File: config.mk
export PLATFORM = sky130hd
export DESIGN_NAME = xc_mp_alu
export DESIGN_NICKNAME = d
export VERILOG_FILES = /design/src/rtl/xc_mp_alu_pkg.sv /design/src/rtl/xc_mp_mul_step.sv /design/src/rtl/xc_mp_alu.sv
export SDC_FILE = /design/constraint.sdc
export NUM_CORES = 1
export LEC_CHECK = 0
export BUFFER_PORTS_ARGS = -buffer_cell sky130_fd_sc_hd__clkbuf_2
export CAP_MARGIN = 20
export CORE_MARGIN = 5
export CORE_UTILIZATION = 50
export DETAILED_ROUTE_END_ITERATION = 16
export MAX_ROUTING_LAYER = met4
export PLACE_DENSITY = 0.72
export SLEW_MARGIN = 15
export SYNTH_ARGS = -nofsm -noshare
export SYNTH_HDL_FRONTEND = slang
export SYNTH_SLANG_ARGS = --single-unit
File: constraint.sdc
create_clock -name g_clk -period 16.7 [get_ports g_clk]
set_input_delay 5.01 -clock g_clk [delete_from_list [all_inputs] [get_ports g_clk]]
set_output_delay 5.01 -clock g_clk [all_outputs]
set_load 0.02 [all_outputs]
File: src/rtl/xc_mp_alu_pkg.sv
// Shared definitions for the XCrypto multi-precision ALU: op encoding,
// FSM state encoding and multiply iteration count.
package xc_mp_alu_pkg;

    localparam int XLEN = 32;

    typedef enum logic [2:0] {
        OP_NONE = 3'd0,
        OP_MADD = 3'd1,
        OP_MSUB = 3'd2,
        OP_MACC = 3'd3,
        OP_MMUL = 3'd4
    } op_e;

    typedef enum logic [1:0] {
        IDLE = 2'd0,
        MUL  = 2'd1,
        DONE = 2'd2
    } state_e;

    function automatic int n_iter(input int mul_bits);
        return XLEN / mul_bits;
    endfunction

    // Selects are nominally one-hot; overlaps resolve mmul > macc > msub > madd.
    function automatic op_e op_decode(input logic madd, input logic msub,
                                      input logic macc, input logic mmul);
        if (mmul)      return OP_MMUL;
        else if (macc) return OP_MACC;
        else if (msub) return OP_MSUB;
        else if (madd) return OP_MADD;
        else           return OP_NONE;
    endfunction

endpackage

File: src/rtl/xc_mp_mul_step.sv
// One shift-add multiply step: folds rs1 * (MUL_BITS-wide slice of rs2),
// aligned to the slice position, into the 64-bit accumulator.
module xc_mp_mul_step
    import xc_mp_alu_pkg::*;
#(
    parameter int MUL_BITS = 2,
    parameter int CNT_W    = 4
) (
    input  logic [2*XLEN-1:0] acc,
    input  logic [XLEN-1:0]   rs1,
    input  logic [MUL_BITS-1:0] rs2_slice,
    input  logic [CNT_W-1:0]  counter,
    output logic [2*XLEN-1:0] acc_next
);

    logic [5:0]        shamt;
    logic [2*XLEN-1:0] pp;

    always_comb begin
        shamt    = 6'(32'(counter) * MUL_BITS);
        pp       = (64'(rs1) * 64'(rs2_slice)) << shamt;
        acc_next = acc + pp;
    end

endmodule

File: src/rtl/xc_mp_alu.sv
// Execute-stage datapath for xc.madd.3 / xc.msub.3 / xc.macc.1 (single cycle)
// and xc.mmul.3 (iterative, N_ITER+1 cycles of latency).
module xc_mp_alu
    import xc_mp_alu_pkg::*;
#(
    parameter int MUL_BITS = 2
) (
    input  logic            g_clk,
    input  logic            g_resetn,
    input  logic            valid,
    input  logic            flush,
    input  logic            op_madd,
    input  logic            op_msub,
    input  logic            op_macc,
    input  logic            op_mmul,
    input  logic [XLEN-1:0] rs1,
    input  logic [XLEN-1:0] rs2,
    input  logic [XLEN-1:0] rs3,
    output logic            ready,
    output logic [XLEN-1:0] result_lo,
    output logic [XLEN-1:0] result_hi
);

    localparam int N_ITER = n_iter(MUL_BITS);
    localparam int CNT_W  = $clog2(N_ITER);

    state_e              state;
    logic [CNT_W-1:0]    cnt;
    logic [2*XLEN-1:0]   acc;
    logic [2*XLEN-1:0]   acc_next;
    logic [XLEN-1:0]     rs1_q;
    logic [4:0]          bit_idx;
    logic [MUL_BITS-1:0] rs2_slice;
    op_e                 op;
    logic [XLEN:0]       sum;
    logic [XLEN:0]       diff;
    logic [2*XLEN-1:0]   mac;

    // rs2 is not captured; the requester holds it stable for the whole op.
    assign bit_idx   = 5'(32'(cnt) * MUL_BITS);
    assign rs2_slice = rs2[bit_idx +: MUL_BITS];

    xc_mp_mul_step #(
        .MUL_BITS (MUL_BITS),
        .CNT_W    (CNT_W)
    ) u_mul_step (
        .acc       (acc),
        .rs1       (rs1_q),
        .rs2_slice (rs2_slice),
        .counter   (cnt),
        .acc_next  (acc_next)
    );

    always_comb begin
        op        = op_decode(op_madd, op_msub, op_macc, op_mmul);
        sum       = {1'b0, rs1} + {1'b0, rs2} + 33'(rs3[0]);
        diff      = {1'b0, rs1} - {1'b0, rs2} - 33'(rs3[0]);
        mac       = {rs2, rs1} + 64'(rs3);
        ready     = 1'b0;
        result_lo = '0;
        result_hi = '0;
        if (g_resetn && valid && !flush) begin
            if (state == IDLE) begin
                ready = (op != OP_MMUL);
                case (op)
                    OP_MADD: begin
                        result_lo = sum[XLEN-1:0];
                        result_hi = {31'b0, sum[XLEN]};
                    end
                    OP_MSUB: begin
                        result_lo = diff[XLEN-1:0];
                        result_hi = {31'b0, diff[XLEN]};
                    end
                    OP_MACC: begin
                        result_lo = mac[XLEN-1:0];
                        result_hi = mac[2*XLEN-1:XLEN];
                    end
                    default: ;
                endcase
            end else if (state == DONE) begin
                ready     = 1'b1;
                result_lo = acc[XLEN-1:0];
                result_hi = acc[2*XLEN-1:XLEN];
            end
        end
    end

    // Dropping valid mid-multiply is treated exactly like a flush.
    always_ff @(posedge g_clk) begin
        if (!g_resetn) begin
            state <= IDLE;
            cnt   <= '0;
            acc   <= '0;
            rs1_q <= '0;
        end else begin
            case (state)
                IDLE: begin
                    if (valid && !flush && op == OP_MMUL) begin
                        state <= MUL;
                        acc   <= 64'(rs3);
                        cnt   <= '0;
                        rs1_q <= rs1;
                    end
                end
                MUL: begin
                    if (flush || !valid) begin
                        state <= IDLE;
                    end else begin
                        acc <= acc_next;
                        cnt <= cnt + 1'b1;
                        if (cnt == CNT_W'(N_ITER - 1))
                            state <= DONE;
                    end
                end
                default: state <= IDLE;
            endcase
        end
    end

endmodule
## Word-level counts from Yosys, hierarchy flattened

Index checks and enable logic that the tools add are counted.

- Input port bits: 104
- Output and inout port bits: 65
- Register bits after elaboration: 102

- Multipliers: 1
- $add $sub $neg: 7
- Reductions and logical operators: 12
- Shift operators: 2
- Multiplexer cells: 25
- Equality and inequality tests: 11

Operators with widths:

| cell | count |
|---|---|
| 2-to-1 mux 32 bit | 6 |
| one-hot mux 32 bit (3 select lines) | 2 |
| 2-to-1 mux 64 bit | 2 |
| one-hot mux 64 bit (2 select lines) | 1 |
| adder 64 x 32 -> 64 bit | 1 |
| adder 64 bit | 1 |
| << shifter 34 x 5 -> 64 bit | 1 |
| multiplier 32 x 2 -> 34 bit | 1 |
| adder 32 x 32 -> 33 bit | 1 |
| adder 33 x 1 -> 33 bit | 1 |
| subtractor 32 x 32 -> 33 bit | 1 |
| subtractor 33 x 1 -> 33 bit | 1 |
| variable part select 32 x 6 -> 2 bit | 1 |
| 2-to-1 mux 2 bit | 5 |
| 2-to-1 mux 4 bit | 2 |
| one-hot mux 4 bit (2 select lines) | 1 |
| == test 3 x 2 -> 1 bit, second input constant | 2 |
| != test 3 bit, second input constant | 2 |
| adder 4 x 1 -> 4 bit, second input constant | 1 |
| == test 4 bit, second input constant | 1 |
| logical AND 1 bit | 4 |
| 2-to-1 mux 1 bit | 4 |
| one-hot mux 2 bit (2 select lines) | 1 |
| AND reduction 2 bit | 2 |
| other kinds (12) | 13 |

## Depth between registers and ports, before layout

- Word-level depth: 8
- Gate-level depth with buffers: 31
- Depth with buffers taken out: 28

## Hierarchy

From an unflattened synthesis, not the netlist that was laid out.

- Cell total of the unflattened synthesis: 2768
- Area, all modules: 19648.8 um2

By module, submodules not included:

| module | area each (um2) | cells each | instances |
|---|---|---|---|
| xc_mp_alu | 11742.5 | 1596 | 1 |
| xc_mp_mul_step | 7906.3 | 1172 | 1 |

## Worst setup path before layout

OpenSTA, ideal clock, no wires.

- Path type: input -> output
- Start: in rs2[0]
- End: out result_hi[0]
- Arrival time: 8074 ps
- Required time: 11690 ps
- Slack: 3616 ps
- Stages on the path: 13
- Cell sequence: inv_1 fa_1 fa_1 nand2b_1 a31o_2 a22oi_1 o21a_1 o2111ai_1 a31oi_2 o221ai_1 a21oi_1 mux2i_1 a221oi_1

- Word-level cells in the longest chain between the ends: 5

Ends and longest elaborated chain:

| item | RTL line | RTL |
|---|---|---|
| start: declaration | xc_mp_alu.sv:17 | `input logic [XLEN-1:0] rs2,` |
| subtractor 32 x 32 -> 33 bit or adder 32 x 32 -> 33 bit (tied branches) | xc_mp_alu.sv:57, xc_mp_alu.sv:56 |  |
| subtractor 33 x 1 -> 33 bit or adder 33 x 1 -> 33 bit (tied branches) | xc_mp_alu.sv:57, xc_mp_alu.sv:56 |  |
| one-hot mux 32 bit (3 select lines) (*) | xc_mp_alu.sv:65 | `case (op)` |
| 2-to-1 mux 32 bit (*) | xc_mp_alu.sv:63 | `if (state == IDLE) begin` |
| 2-to-1 mux 32 bit (*) | xc_mp_alu.sv:62 | `if (g_resetn && valid && !flush) begin` |
| end: declaration | xc_mp_alu.sv:21 | `output logic [XLEN-1:0] result_hi` |

Mark *: on every way between the ends. The rest lies on a longest branch, timed or not.

## Final worst setup path

- Start: in rs1[1]
- End: out result_hi[9]

- Word-level cells in the longest chain between the ends: 4

Ends and longest elaborated chain:

| item | RTL line | RTL |
|---|---|---|
| start: declaration | xc_mp_alu.sv:16 | `input logic [XLEN-1:0] rs1,` |
| adder 64 x 32 -> 64 bit | xc_mp_alu.sv:58 | `mac = {rs2, rs1} + 64'(rs3);` |
| one-hot mux 32 bit (3 select lines) | xc_mp_alu.sv:65 |  |
| 2-to-1 mux 32 bit | xc_mp_alu.sv:63 |  |
| 2-to-1 mux 32 bit | xc_mp_alu.sv:62 |  |

Every way passes these cells.

==> results by group <==
Clocking
  • Maximum buffer depth of the clock tree: 2
  • Depth of the CTS H-tree: 3
  • Clock insertion delay at the later pin of the skew report: 0.40 ns
  • Post-CTS clock slew at the launch and capture registers of the worst setup and hold paths: 0.07 ns
  • Setup Fix Bufs, Post-CTS: 0
  • Hold-fix buffers at CTS: 0
  • Number of clock buffers inserted by TritonCTS: 9
  • Count of cells resized by post-cts repair: 0
  • Num Clock Sinks: 102
  • Clock root buffer: clkbuf_16
  • CTS tree: done

Yosys
  • Proportion of netlist area held by the largest area contributor: 14.2%
  • Post-synth EDFFs: 0
  • Leading register cell type out of synthesis: dfxtp_1
  • Mean area per synthesized cell: 6.95 um2
  • Number of nets in the synthesized netlist: 3137
  • Yosys top cell by area: ha_1
  • Post-synthesis cell type count: around 110
  • Top post-synthesis cells by area: ha_1, dfxtp_1, nand2_1
  • Mapped cell area: 19500 um2
  • Synthesized flop and latch total: roughly 100
  • FFs w/ async S/R, synth: 0%
  • Cell count after synthesis: 2805
  • Sequential cell area fraction in the yosys report: 10.5%
  • Ys Warns: 0

Power
  • PwrDens: around 45 nW/um2
  • Design internal power: 0.528 mW
  • Net switching power: slightly above 0.4 mW
  • Switching power as a share of total power: 43.7%
  • Sequential group share of total power: 27.7%
  • Logic pwr share: 48.0%
  • Leakage power figure: a little over 9 nW
  • Clock network fraction of total power: 24.3%
  • IR Drop Worst-Case VDD: 49.3 uV

Die
  • Site Rows: 72
  • Placeable Area: 38600 um2
  • Die extent in y: 207 um
  • Die extent in x: 207 um
  • Starting density of the core: about half
  • I/O pin cnt: 169
  • Total die area: 43000 um2

Worst setup path
  • End of the critical path: result_hi[9]
  • Required @ worst endpoint: 11.69 ns
  • Startpoint of the worst register-to-register path: cnt[0]$_SDFFE_PN0P_
  • Critical path class: input port to output pin
  • Startpoint type of the worst setup path: input port
  • RR Endpoint: acc[62]$_SDFFE_PN0P_
  • Reg2reg setup slack: approximately 7.6 ns
  • Startpoint of the worst setup timing path: rs1[1]
  • Number of cells on the worst reg-to-reg path: 29
  • Maximum fanout along the worst path: 9
  • Crit path arrival time: 8.99 ns
  • Endpoint kind of the worst setup timing path: output pin

Place
  • Buffers added on ports: 168
  • Worst Setup Slack post-DPL: 2.80 ns
  • RePlAce Congestion: between 1 and 1.5
  • Post-detailed-placement half-perimeter wirelength: 70600 um

STA
  • Max-slew violations: 0
  • Worst-Margin Slew: 1.21 ns
  • Max Fclk: 0.0714 GHz
  • Post-Route Skew: 0.0226 ns
  • Hold Vio Cnt, Final: 0
  • Minimum setup slack in the final design: 2.70 ns
  • Worst-case headroom to the max-slew limit: 18.4%
  • Setup repair after global routing missed its margin: false
  • Total setup violations reported at the end of the flow: 0
  • Crit path time final: 14.00 ns
  • Aggregate negative setup slack: 0 ns
  • Fin crit share: 83.9%

Drt
  • Post-detailed-route wirelength per cell: between 20 and 30 um
  • Number of DRC markers in iteration 0: between 2000 and 3000
  • Sum of routed wire length over all layers: 85900 um
  • Remaining design rule violation count: 0
  • Total number of vias: around 23000
  • Remaining antenna violation count after routing: 0
  • Per-cell via count in the routed design: 6.64
  • Number of search-and-repair iterations in the first detailed-routing pass: 6

Global routing
  • Antenna violations before repair: 5
  • GRT Util Overall: 38.6%
  • Vias in the first global route: 20800
  • Remaining global-route overflow: 0
  • First-pass GRT wire length: 127000 um
  • Pin count of the biggest net entering global routing: 61

Finish
  • Util after Layout: 54.1%
  • Most common library cell in the layout ignoring fill and taps: nand2_1
  • Area growth from synthesis to layout: 7.22%
  • Count of nets after finishing: 3194
  • Proportion of layout cells with a drive suffix above 1: 10.5%
  • Commonest cells after routing, fill and taps aside: nand2_1, a21oi_1, nor2_1

Status
  • Outcome: finished clean

Min path
  • Type of the tightest min-delay check: register to register

Run
  • Max-cap violation count: 0
synthesized netlist by cell type (all sizes together), types with 35 or more instances:
master / n
nand2: 372
a21oi: 277
nor2: 241
ha: 221
o21ai: 204
inv: 154
xnor2: 134
clkbuf: 106
dfxtp: 102
a21o: 86
and2: 77
nand3: 66
xor2: 61
mux2i: 53
buf: 40
nor3: 40
a211oi: 35
worst min path at each step:
stage,start,slack (ns),cells after the start,endpoint
2_1_floorplan,rs1_q[0]$_SDFFE_PN0P_,0.44,2,rs1_q[0]$_SDFFE_PN0P_
3_3_place_gp,rs1_q[6]$_SDFFE_PN0P_,0.46,2,rs1_q[6]$_SDFFE_PN0P_
3_5_place_dp,rs1_q[28]$_SDFFE_PN0P_,0.46,2,rs1_q[28]$_SDFFE_PN0P_
4_1_cts,rs1_q[20]$_SDFFE_PN0P_,0.47,2,rs1_q[20]$_SDFFE_PN0P_
5_1_grt,rs1_q[10]$_SDFFE_PN0P_,0.49,2,rs1_q[10]$_SDFFE_PN0P_
6_report,rs1_q[28]$_SDFFE_PN0P_,0.47,2,rs1_q[28]$_SDFFE_PN0P_
state kept, by name (all words and copies together), names as in the netlist:
| name | count |
|---|---|
| cnt | 4 |
| acc | 64 |
| rs1_q | 32 |
| state | 2 |
kinds of logic (layout without fill, tap and decap cells):
| group | count (synthesis) | after routing | synth area share (%) |
|---|---|---|---|
| AND/OR/NAND/NOR | 960 | 960 | 22.6 |
| multiplexers | 78 | 78 | 5.08 |
| flip-flops | 102 | 102 | 10.5 |
| AO/OA/AOI/OAI | 942 | 942 | 32.1 |
| buffers and inverters | 300 | 360 | 6.04 |
| XOR/XNOR | 195 | 195 | 8.76 |
| adder cells (fa/ha/maj) | 228 | 228 | 14.9 |
| other | 0 | 5 | 0 |
layout make-up:
cell class	count	area [um2]
diodes	5	12.5
multi-input cells	2403	16300
flip-flops and latches	102	2040
clock buffers	10	229
inverters	154	578
clock inverters	4	56.3
repair buffers	192	1040
fillers	3877	17700
well taps	518	648
power by group through the flow:
stage | registers [mW] | logic (mW) | clock network (mW)
5_1_grt | 0.260 | 0.480 | 0.235
4_1_cts | 0.259 | 0.435 | 0.227
3_5_place_dp | 0.265 | 0.432 | 0
6_report | 0.259 | 0.450 | 0.228
2_1_floorplan | 0.260 | 0.297 | 0
3_3_place_gp | 0.264 | 0.431 | 0
stage by stage:
| step | power, mW | instance area [um2] | std cells | hold WS (ns) |
|---|---|---|---|---|
| final | 0.938 | 20900 | 3388 | 0.467 |
| after global routing | 0.975 | 20900 | 3388 | 0.493 |
| after CTS | 0.922 | 20900 | 3383 | 0.466 |
| after detailed placement | 0.697 | 20600 | 3369 | 0.456 |
| after global placement | 0.695 | 20600 | 3367 | 0.455 |
| after floorplan | 0.557 | 19500 | 2805 | 0.440 |
metal layers:
metal  wire, um  vias to the layer above  share of wire [%]  GRT usage [%]
met5          0                        -                  0              -
met4       4250                        0                4.9           14.5
met3       8750                      238                 10           5.83
met2      37400                     1346                 44           60.0
met1      35400                    10700                 41           50.9
li1           -                    10300                  -              -
critical path: stages:
cell and delay [ns]:
clkbuf_2 0.22, ha_1 0.37, a211oi_1 0.31, o21ai_1 0.18, a2111oi_0 0.46, a21oi_1 0.23, o211ai_1 0.27, nand3_1 0.24
o21ai_2 0.47, nor2_1 0.10, xnor2_1 0.20, o21ai_0 0.62, clkbuf_2 0.30
No activity file was read; power rests on OpenSTA's default activity.
